**config.mk**
```make
export PLATFORM = sky130hd
export DESIGN_NAME = hilo_muldiv_unit
export DESIGN_NICKNAME = d
export VERILOG_FILES = /design/src/rtl/hilo_muldiv_unit_pkg.sv /design/src/rtl/hilo_muldiv_unit_core.sv /design/src/rtl/hilo_muldiv_unit.sv
export SDC_FILE = /design/constraint.sdc
export NUM_CORES = 1
export LEC_CHECK = 0
export ABC_AREA = 1
export BUFFER_PORTS_ARGS = -buffer_cell sky130_fd_sc_hd__buf_4
export CORE_MARGIN = 3
export CORE_UTILIZATION = 45
export CTS_BUF_LIST = sky130_fd_sc_hd__clkbuf_2 sky130_fd_sc_hd__clkbuf_4 sky130_fd_sc_hd__clkbuf_8
export DETAILED_ROUTE_END_ITERATION = 12
export HOLD_SLACK_MARGIN = 0.12
export PLACE_DENSITY = 0.71
export RECOVER_POWER = 25
export SETUP_SLACK_MARGIN = 0.4
export SYNTH_ARGS = -nofsm -noshare
export SYNTH_HDL_FRONTEND = slang
export SYNTH_SLANG_ARGS = --single-unit
```
**constraint.sdc**
```tcl
create_clock -name clk -period 4.7 [get_ports clk]
set_input_delay 0 -clock clk [delete_from_list [all_inputs] [get_ports clk]]
set_output_delay 0 -clock clk [all_outputs]
set_load 0.005 [all_outputs]
```
**src/rtl/hilo_muldiv_unit_pkg.sv**
```systemverilog
// +--------------------------------------------------------------------------+
// | Module      : hilo_muldiv_unit_pkg                                       |
// | Description : Shared ALU control codes and mult/div state encodings.     |
// |               MULDIV_UNSIGNED_EN makes ALU_multu / ALU_divu legal.       |
// | Revision    : 1.0 - initial release                                      |
// +--------------------------------------------------------------------------+
`default_nettype none

package hilo_muldiv_unit_pkg;

    localparam logic [4:0] ALU_mult  = 5'd24;
    localparam logic [4:0] ALU_div   = 5'd25;
    localparam logic [4:0] ALU_multu = 5'd26;
    localparam logic [4:0] ALU_divu  = 5'd27;

    typedef enum logic [0:0] {
        MULDIV_IDLE = 1'b0,
        MULDIV_RUN  = 1'b1
    } muldiv_state_t;

    function automatic logic is_legal_op(input logic [4:0] op);
`ifdef MULDIV_UNSIGNED_EN
        return (op == ALU_mult) || (op == ALU_div) || (op == ALU_multu) || (op == ALU_divu);
`else
        return (op == ALU_mult) || (op == ALU_div);
`endif
    endfunction

    function automatic logic is_div_op(input logic [4:0] op);
        return (op == ALU_div) || (op == ALU_divu);
    endfunction

    function automatic logic is_signed_op(input logic [4:0] op);
`ifdef MULDIV_UNSIGNED_EN
        return (op == ALU_mult) || (op == ALU_div);
`else
        return 1'b1;
`endif
    endfunction

endpackage

`default_nettype wire

```
**src/rtl/hilo_muldiv_unit_core.sv**
```systemverilog
// +--------------------------------------------------------------------------+
// | Module      : hilo_muldiv_unit_core                                      |
// | Description : Iterative shift-add multiply / restoring divide datapath   |
// |               (the muldiv core) with its iteration counter.              |
// | Revision    : 1.0 - initial release                                      |
// +--------------------------------------------------------------------------+
`default_nettype none

module hilo_muldiv_unit_core
    import hilo_muldiv_unit_pkg::*;
#(
    parameter int WIDTH = 32,
    parameter int ITERS = 32
) (
    input  logic             clk,
    input  logic             reset,
    input  logic             start,
    input  logic             is_div,
    input  logic             is_signed,
    input  logic [WIDTH-1:0] src_a,
    input  logic [WIDTH-1:0] src_b,
    output logic             busy,
    output logic             finish,
    output logic [WIDTH-1:0] res_hi,
    output logic [WIDTH-1:0] res_lo
);
    localparam int              CW     = (ITERS > 1) ? $clog2(ITERS) : 1;
    localparam logic [CW-1:0]   c_last = CW'(ITERS - 1);

    muldiv_state_t      r_state, w_state_next;
    logic [CW-1:0]      r_count;
    logic               r_is_div, r_neg_q, r_neg_r, r_div_zero;
    logic [WIDTH-1:0]   r_a_raw, r_m, r_acc, r_q;
    logic [WIDTH-1:0]   w_acc_next, w_q_next, w_a_mag, w_b_mag;
    logic [WIDTH:0]     w_sum, w_shift, w_diff;
    logic [2*WIDTH-1:0] w_prod;
    logic               w_a_neg, w_b_neg;

    assign w_a_neg = is_signed & src_a[WIDTH-1];
    assign w_b_neg = is_signed & src_b[WIDTH-1];
    assign w_a_mag = w_a_neg ? -src_a : src_a;
    assign w_b_mag = w_b_neg ? -src_b : src_b;

    assign busy   = (r_state == MULDIV_RUN);
    assign finish = busy && (r_count == '0);

    always_ff @(posedge clk) begin
        if (reset) r_state <= MULDIV_IDLE;
        else       r_state <= w_state_next;
    end

    always_comb begin
        w_state_next = r_state;
        case (r_state)
            MULDIV_IDLE: if (start) w_state_next = MULDIV_RUN;
            MULDIV_RUN:  if (r_count == '0) w_state_next = MULDIV_IDLE;
            default:     w_state_next = MULDIV_IDLE;
        endcase
    end

    // One iteration: multiply shifts {acc,q} right after a conditional add;
    // divide shifts {acc,q} left and keeps the trial subtraction if it fits.
    always_comb begin
        w_sum   = {1'b0, r_acc} + (r_q[0] ? {1'b0, r_m} : '0);
        w_shift = {r_acc, r_q[WIDTH-1]};
        w_diff  = w_shift - {1'b0, r_m};
        if (r_is_div) begin
            if (!w_diff[WIDTH]) begin
                w_acc_next = w_diff[WIDTH-1:0];
                w_q_next   = {r_q[WIDTH-2:0], 1'b1};
            end else begin
                w_acc_next = w_shift[WIDTH-1:0];
                w_q_next   = {r_q[WIDTH-2:0], 1'b0};
            end
        end else begin
            w_acc_next = w_sum[WIDTH:1];
            w_q_next   = {w_sum[0], r_q[WIDTH-1:1]};
        end
    end

    always_comb begin
        w_prod = r_neg_q ? -{w_acc_next, w_q_next} : {w_acc_next, w_q_next};
        if (!r_is_div) begin
            res_hi = w_prod[2*WIDTH-1:WIDTH];
            res_lo = w_prod[WIDTH-1:0];
        end else if (r_div_zero) begin
            res_hi = r_a_raw;
            res_lo = '1;
        end else begin
            res_hi = r_neg_r ? -w_acc_next : w_acc_next;
            res_lo = r_neg_q ? -w_q_next : w_q_next;
        end
    end

    always_ff @(posedge clk) begin
        if (reset) begin
            r_count    <= '0;
            r_is_div   <= 1'b0;
            r_neg_q    <= 1'b0;
            r_neg_r    <= 1'b0;
            r_div_zero <= 1'b0;
            r_a_raw    <= '0;
            r_m        <= '0;
            r_acc      <= '0;
            r_q        <= '0;
        end else if (r_state == MULDIV_IDLE) begin
            if (start) begin
                r_count    <= c_last;
                r_is_div   <= is_div;
                r_neg_q    <= w_a_neg ^ w_b_neg;
                r_neg_r    <= w_a_neg;
                r_div_zero <= is_div && (src_b == '0);
                r_a_raw    <= src_a;
                r_m        <= is_div ? w_b_mag : w_a_mag;
                r_q        <= is_div ? w_a_mag : w_b_mag;
                r_acc      <= '0;
            end
        end else begin
            r_acc <= w_acc_next;
            r_q   <= w_q_next;
            if (r_count != '0) r_count <= r_count - CW'(1);
        end
    end

endmodule

`default_nettype wire

```
**src/rtl/hilo_muldiv_unit.sv**
```systemverilog
// +--------------------------------------------------------------------------+
// | Module      : hilo_muldiv_unit                                           |
// | Description : HI/LO owner for the MIPS core: iterative mult/div, mthi/   |
// |               mtlo/mfhi/mflo and stall generation. MULDIV_UNSIGNED_EN    |
// |               enables multu/divu. ITERS must equal WIDTH.                |
// | Revision    : 1.0 - initial release                                      |
// +--------------------------------------------------------------------------+
`default_nettype none

module hilo_muldiv_unit
    import hilo_muldiv_unit_pkg::*;
#(
    parameter int WIDTH = 32,
    parameter int ITERS = 32
) (
    input  logic             clk,
    input  logic             reset,
    input  logic             start,
    input  logic [4:0]       op,
    input  logic [WIDTH-1:0] src_a,
    input  logic [WIDTH-1:0] src_b,
    input  logic             wr_hi,
    input  logic             wr_lo,
    input  logic [WIDTH-1:0] wr_data,
    input  logic             rd_en,
    input  logic             rd_sel,
    output logic [WIDTH-1:0] rd_data,
    output logic             busy,
    output logic             done,
    output logic             stall
);
    logic [WIDTH-1:0] r_hi, r_lo, w_res_hi, w_res_lo;
    logic             r_done, w_accept, w_finish, w_busy;

    assign w_accept = start & ~w_busy & is_legal_op(op);

    hilo_muldiv_unit_core #(
        .WIDTH (WIDTH),
        .ITERS (ITERS)
    ) u_core (
        .clk       (clk),
        .reset     (reset),
        .start     (w_accept),
        .is_div    (is_div_op(op)),
        .is_signed (is_signed_op(op)),
        .src_a     (src_a),
        .src_b     (src_b),
        .busy      (w_busy),
        .finish    (w_finish),
        .res_hi    (w_res_hi),
        .res_lo    (w_res_lo)
    );

    // The requester holds mthi/mtlo through a stall, so writes are simply
    // dropped while busy and retried once the unit is idle.
    always_ff @(posedge clk) begin
        if (reset) begin
            r_hi   <= '0;
            r_lo   <= '0;
            r_done <= 1'b0;
        end else begin
            r_done <= w_finish;
            if (w_finish) begin
                r_hi <= w_res_hi;
                r_lo <= w_res_lo;
            end else if (!w_busy) begin
                if (wr_hi) r_hi <= wr_data;
                if (wr_lo) r_lo <= wr_data;
            end
        end
    end

`ifdef TEST_H
    always_ff @(posedge clk) begin
        if (!reset && start && !w_busy && !is_legal_op(op))
            $display("BAD MULDIV OPERATION CODE");
    end
`endif

    assign rd_data = rd_sel ? r_hi : r_lo;
    assign busy    = w_busy;
    assign done    = r_done;
    assign stall   = w_busy & (start | rd_en | wr_hi | wr_lo);

endmodule

`default_nettype wire
```
== After elaboration in Yosys (flattened, before gate mapping) ==
Index checks and enable logic that the tools add are counted.

* Bits in registers: 203
* Input port bits: 108
* Output and inout port bits: 35
* Logic and storage cells: 81

* Add/sub/neg operators: 8
* Equal/unequal tests: 5
* Multiplexer cells: 33
* Bitwise operators: 8
* Reduce and logical (&&, ||, !) cells: 14

{| class="wikitable"
|+ Operator list
! operator !! number
|-
| $mux 32 || 25
|-
| $neg 32->32 || 4
|-
| $mux 64 || 1
|-
| $neg 64->64 || 1
|-
| $add 32x33->33 || 1
|-
| $sub 33x32->33 || 1
|-
| $logic_not 32->1 || 1
|-
| $eq 5x5->1 const B || 3
|-
| $mux 5 || 3
|-
| $reduce_and 2->1 || 4
|-
| $reduce_bool 2->1 || 3
|-
| $logic_not 5->1 || 1
|-
| $reduce_bool 5->1 || 1
|-
| $sub 5x1->5 const B || 1
|-
| $ne 2x2->1 const B || 2
|-
| $and 1x1->1 || 3
|-
| $mux 1 || 3
|-
| $or 1x1->1 || 3
|-
| $logic_and 1x1->1 || 2
|-
| $logic_or 1x1->1 || 2
|-
| $pmux 1 s2 || 1
|-
| $not 1->1 || 1
|-
| $xor 1x1->1 || 1
|}

== Longest topological paths before layout ==
* Depth after elaboration: 8
* Mapped depth: 35
* Depth with buffers taken out: 35

== By module ==
A second synthesis with hierarchy kept.

* Cell total of the unflattened synthesis: 3708
* Area, all modules: 20886.3 µm²

{| class="wikitable"
|+ Modules (own cells, without submodules)
! module !! instances !! cells an instance !! area an instance (µm²)
|-
| hilo_muldiv_unit_core || 1 || 3179 || 17265.3
|-
| hilo_muldiv_unit || 1 || 529 || 3621.0
|}

== Worst setup path before layout ==
OpenSTA, ideal clock, no wires.

* Path type: flip-flop to flip-flop
* Start: register u_core.r_q[31]
* End: register r_hi[28]
* Arrival time: 3746 ps
* Data required time: 4634 ps
* Setup slack: 887 ps
* Stages on the path, launching flop included: 36
* Cells stage by stage: dfxtp_1 > inv_1 > ha_1 > fa_1 > inv_1 > nand2_1 > nand2_1 > nand3_1 > nand2_2 > nand2_2 > nand2_2 > nand2_4 > nand2_4 > nand2_8 > nand3_4 > o21ai_2 > inv_1 > ha_1 > inv_1 > nor2_2 > nand2_1 > nor2_1 > nand4_1 > nor2_2 > nand2_1 > nor2_2 > nand2_1 > inv_1 > nand2_1 > o21ai_2 > nand3_1 > nand2_1 > nand3_1 > nand2_1 > nand2_1 > a21oi_2

* Cells in the longest elaborated chain, start to end: 8
* Elaborated cells between the ends (all ways): 12

{| class="wikitable"
|+ RTL lines
! item !! line !! RTL
|-
| start: declaration || hilo_muldiv_unit_core.sv:33 || <nowiki>logic [WIDTH-1:0] r_a_raw, r_m, r_acc, r_q;</nowiki>
|-
| start signal: assignment || hilo_muldiv_unit_core.sv:115 || <nowiki>r_q <= is_div ? w_a_mag : w_b_mag;</nowiki>
|-
| start signal: assignment || hilo_muldiv_unit_core.sv:120 || <nowiki>r_q <= w_q_next;</nowiki>
|-
| $sub 33x32->33 || hilo_muldiv_unit_core.sv:66 || <nowiki>w_diff = w_shift - {1'b0, r_m};</nowiki>
|-
| $mux 32 || hilo_muldiv_unit_core.sv:68 || <nowiki>if (!w_diff[WIDTH]) begin</nowiki>
|-
| $mux 32 || hilo_muldiv_unit_core.sv:67 || <nowiki>if (r_is_div) begin</nowiki>
|-
| $neg 32->32 || hilo_muldiv_unit_core.sv:90 || <nowiki>res_hi = r_neg_r ? -w_acc_next : w_acc_next;</nowiki>
|-
| $mux 32 || hilo_muldiv_unit_core.sv:90 ||
|-
| $mux 32 || hilo_muldiv_unit_core.sv:86 || <nowiki>end else if (r_div_zero) begin</nowiki>
|-
| $mux 32 * || hilo_muldiv_unit_core.sv:83 || <nowiki>if (!r_is_div) begin</nowiki>
|-
| $mux 32 * || hilo_muldiv_unit.sv:63 || <nowiki>if (w_finish) begin</nowiki>
|-
| end signal: assignment || hilo_muldiv_unit.sv:64 || <nowiki>r_hi <= w_res_hi;</nowiki>
|-
| end signal: assignment || hilo_muldiv_unit.sv:67 || <nowiki>if (wr_hi) r_hi <= wr_data;</nowiki>
|-
| end: declaration || hilo_muldiv_unit.sv:32 || <nowiki>logic [WIDTH-1:0] r_hi, r_lo, w_res_hi, w_res_lo;</nowiki>
|}

Mark *: on every way between the ends. The rest lies on a longest branch, timed or not.
A chain may end at the register's enable or synchronous reset.

== Worst setup path after layout ==
* Start: register u_core.r_q[0]
* End: register r_hi[31]

* Cells in the longest elaborated chain, start to end: 8
* Elaborated cells between the ends (all ways): 11

{| class="wikitable"
|+ RTL lines
! item !! line !! RTL
|-
| $mux 32 || hilo_muldiv_unit_core.sv:64 || <nowiki>w_sum = {1'b0, r_acc} + (r_q[0] ? {1'b0, r_m} : '0);</nowiki>
|-
| $add 32x33->33 || hilo_muldiv_unit_core.sv:64 ||
|-
| $mux 32 || hilo_muldiv_unit_core.sv:67 ||
|-
| $neg 32->32 || hilo_muldiv_unit_core.sv:90 ||
|-
| $mux 32 || hilo_muldiv_unit_core.sv:90 ||
|-
| $mux 32 || hilo_muldiv_unit_core.sv:86 ||
|-
| $mux 32 * || hilo_muldiv_unit_core.sv:83 ||
|-
| $mux 32 * || hilo_muldiv_unit.sv:63 ||
|}

Marks and branches as above.

==> results.cfg <==
[die]
die_w_um = 217.2
ios = 143
dieArea_sq_um = 47180
die_y_um = 217.2
initial_core_util_pct = 46.10
core_area_sq_um = 43550
rows = 76

[setup_path]
start_kind = flip-flop
worstPathArrival_ns = 4.69
critPathCaptureType = flip-flop
worstPathBufferInverterCount = 2
ff2ff_setup_slack_ns = 0.54
cp_top_family = simple AND/OR/NAND/NOR gates
crit_path_frequent_cell = nand2_1
worstReg2RegEnd = r_hi[31]
critPathSlowestCell = o21ai_1
cp_max_fo = 17
cp_slowest_stage_delay_ns = 0.67
path_cells = buf_6, nand2_1, inv_1, fa_1, nand2_1, nand2_1, o21ai_1, o21ai_1, nand3_1, nand2_1, nand3_1, nand3_1, nand3_1, nand2_1, nand2_1, nor2_1, nand2_1, nor2_1, nand3_1, nand3_1, nand3_1, nand2_1, nand2_1, a21oi_2
r2r-start = u_core.r_q[0]
ff2ff_path_depth = 24
crit_type = flip-flop to flip-flop
worstPathRequired_ns = 5.23

[detailed_routing]
drcViolationCount = 0
first_iter_violations = 3560
routed_wl_mm = 90.99
routed-via-count = 25020
avgRoutedWirePerCell_um = 20.68
ant_nets = 0
via_per_inst = 5.688
dr.pass1.iters = 6

[placed_design]
dp_hpwl_mm = 69.30
dp_cells = 4193
place_congestion = 1.104
pre_cts_ws_ns = 0.3031
port_buffers = 142

[hold_path]
hold_path_class = input port to flip-flop
hold_depth = 7
min_to = u_core.r_q[19]
hold_start = src_b[17]

[synthesis]
synth_edf_count = 0
yosysWarningCount = 0
synth_fp_nets = 3735
yosys_most_used_dff = dfxtp_1
ys_seq_area_share_pct = 20.14
synth_cells = 3555
synth-seq-cells = 202
syn_avg_cell_area_sq_um = 5.647
async_flop_share_pct = 0
synthesis.area_sq_um = 20080
ys_types = 59

[sta]
final.setup.worst_slack_ns = 0.5388
finalMaxSlewViolations = 194
fin_setup_tns_ns = 0
fin_crit_sh_pct = 88.54
min_period_ns = 4.161
fmax_mhz = 240.3
finalClockSkew_ns = 0.03057
finalSetupViolations = 0
worst_slew_pin_slew_ns = 3.081
rsz0062_at_grt = yes
hold_viol_final = 0
slew_headroom_pct = -105.4

[global_route]
grt_pass1_wl_mm = 135.6
overflow = 0
track_usage_pct = 37.19
antenna_found_initial = 2
grt_pass1_vias = 22890
grt_max_degree = 102

[cells_and_area]
fin_util_pct = 55.24
area_delta_synth_final_pct = 19.82
nFillCells = 4575
final_cell_mix = nand2_1 (1091), inv_1 (499), nor2_1 (300)
drive_gt1_share_pct = 12.12
nets = 3961
final_common_cell = nand2_1
instances_no_fill = 4399
register_area_sq_um = 4061
multi_input_area_sq_um = 13660

[clocking]
h-tree-depth = 2
clkLatencyLatePin_ns = 0.62
cts_tree = yes
clk_pin_slew_ns = 0.07
cts_inserted_buffers = 40
clock-sinks = 202
cts_buffer_depth = 3
root_buffer = clkbuf_8

[power_and_ir_drop]
finalPower_mw = 5.450
peakVddDrop_v = 0.0002000
leakage_nw = 12.54
power_density_nw_per_um2 = 226.5

[status]
status = complete, but fails checks
violations = capacitance limit, slew limit

[job]
max_cap_viol_count = 3
## per-stage QoR
step	hold WS (ns)	cell area [sq um]
after floorplan	0.1217	20080
after global placement	0.2758	21700
after detailed placement	0.2826	21700
after CTS	0.1214	23860
after global routing	0.2153	24050
final	0.1909	24060
## state kept, by name, indices dropped and copies added (netlist names)
signal,count
u_core.r_count,5
u_core.r_m,32
u_core.r_q,32
u_core.r_a_raw,32
u_core.r_acc,32
r_hi,32
u_core.busy,1
done,1
u_core.r_is_div,1
u_core.r_neg_q,1
r_lo,32
u_core.r_div_zero,1
## layer usage
metal,up-vias,GRT usage [%],share of wire (%)
li1,11860,-,-
met1,11260,49.07,40
met2,1563,55.26,41
met3,341,8.322,12
met4,2,22.55,7.3
met5,-,0,0.013
## Yosys cell counts (all sizes together), types with 3 or more instances
master / instances / area (sq um)
o21bai: 8 / 60.06
xnor2: 19 / 166.4
xor2: 63 / 551.8
clkinv: 6 / 22.52
dfxtp: 202 / 4044
a211oi: 5 / 37.54
o31ai: 9 / 67.56
a22oi: 13 / 97.59
nand3b: 15 / 112.6
o221ai: 15 / 131.4
nor2: 335 / 1353
buf: 41 / 235.2
ha: 70 / 875.8
o21ai: 286 / 1446
nor3: 32 / 160.2
o22ai: 19 / 118.9
a21oi: 281 / 1455
and2: 3 / 18.77
nand2: 1139 / 4427
nor4: 9 / 56.30
or2: 17 / 106.4
o21a: 6 / 45.04
clkbuf: 103 / 390.4
a31oi: 15 / 93.84
a221oi: 8 / 70.07
nand3: 239 / 1256
nand4: 20 / 125.1
o211ai: 10 / 75.07
mux2: 29 / 326.6
inv: 514 / 1929
o2111ai: 10 / 87.58
## power by group
| part | total [mW] | internal (mW) | switching, mW |
|---|---|---|---|
| Sequential | 1.81 | 1.77 | 0.0380 |
| Combinational | 1.53 | 0.531 | 0.996 |
| Clock | 2.11 | 1.21 | 0.902 |
| Total | 5.45 | 3.51 | 1.94 |
## area by class of cell
cell class | instances | area share, %
Sequential cell | 202 | 16.88
Antenna cell | 1 | 0.01040
Clock buffer | 66 | 3.568
Inverter | 520 | 8.119
Clock inverter | 8 | 0.2861
Tap cell | 585 | 3.043
Multi-Input combinational cell | 2690 | 56.76
Timing Repair Buffer | 327 | 11.33
## logic make-up after synthesis
group,count (synthesis),share of synthesized area [%]
AO/OA/AOI/OAI,691,19.11
XOR/XNOR,82,3.577
AND/OR/NAND/NOR,1815,38.14
adder cells (fa/ha/maj),72,4.562
multiplexers,29,1.627
flip-flops,202,20.14
buffers and inverters,664,12.84
## worst max-delay path by stage
stage | cells after the start | slack (ns) | to | startpoint
4_1_cts | 35 | 0.40 | r_hi[28] | u_core.r_q[31]
3_5_place_dp | 35 | 0.30 | r_hi[28] | u_core.r_q[31]
6_report | 24 | 0.54 | r_hi[31] | u_core.r_q[0]
5_1_grt | 30 | 0.35 | r_hi[18] | u_core.r_m[25]
2_1_floorplan | 35 | 0.89 | r_hi[28] | u_core.r_q[31]
3_3_place_gp | 29 | 0.36 | r_hi[30] | u_core.r_m[28]
## what timing repair did
item                                   in CTS  in global routing
endpoints found under the hold margin     167                  0
pin swaps                                   4                 18
setup endpoints to repair                  12                 31
cloned                                      0                  1
hold buffers                              120                  0
buffers inserted                            2                  8
resized for setup                           3                 58
## worst register-to-register path: stages, from the launching register on
cell	delay (ns)
dfxtp_1	0.41
buf_6	0.23
nand2_1	0.07
inv_1	0.11
fa_1	0.25
nand2_1	0.08
nand2_1	0.06
o21ai_1	0.15
o21ai_1	0.67
nand3_1	0.19
nand2_1	0.22
nand3_1	0.15
nand3_1	0.12
nand3_1	0.08
nand2_1	0.18
nand2_1	0.08
nor2_1	0.09
nand2_1	0.10
nor2_1	0.16
nand3_1	0.11
nand3_1	0.09
nand3_1	0.08
nand2_1	0.16
nand2_1	0.08
a21oi_2	0.13
Note: power is estimated with default switching activity, not from simulation.
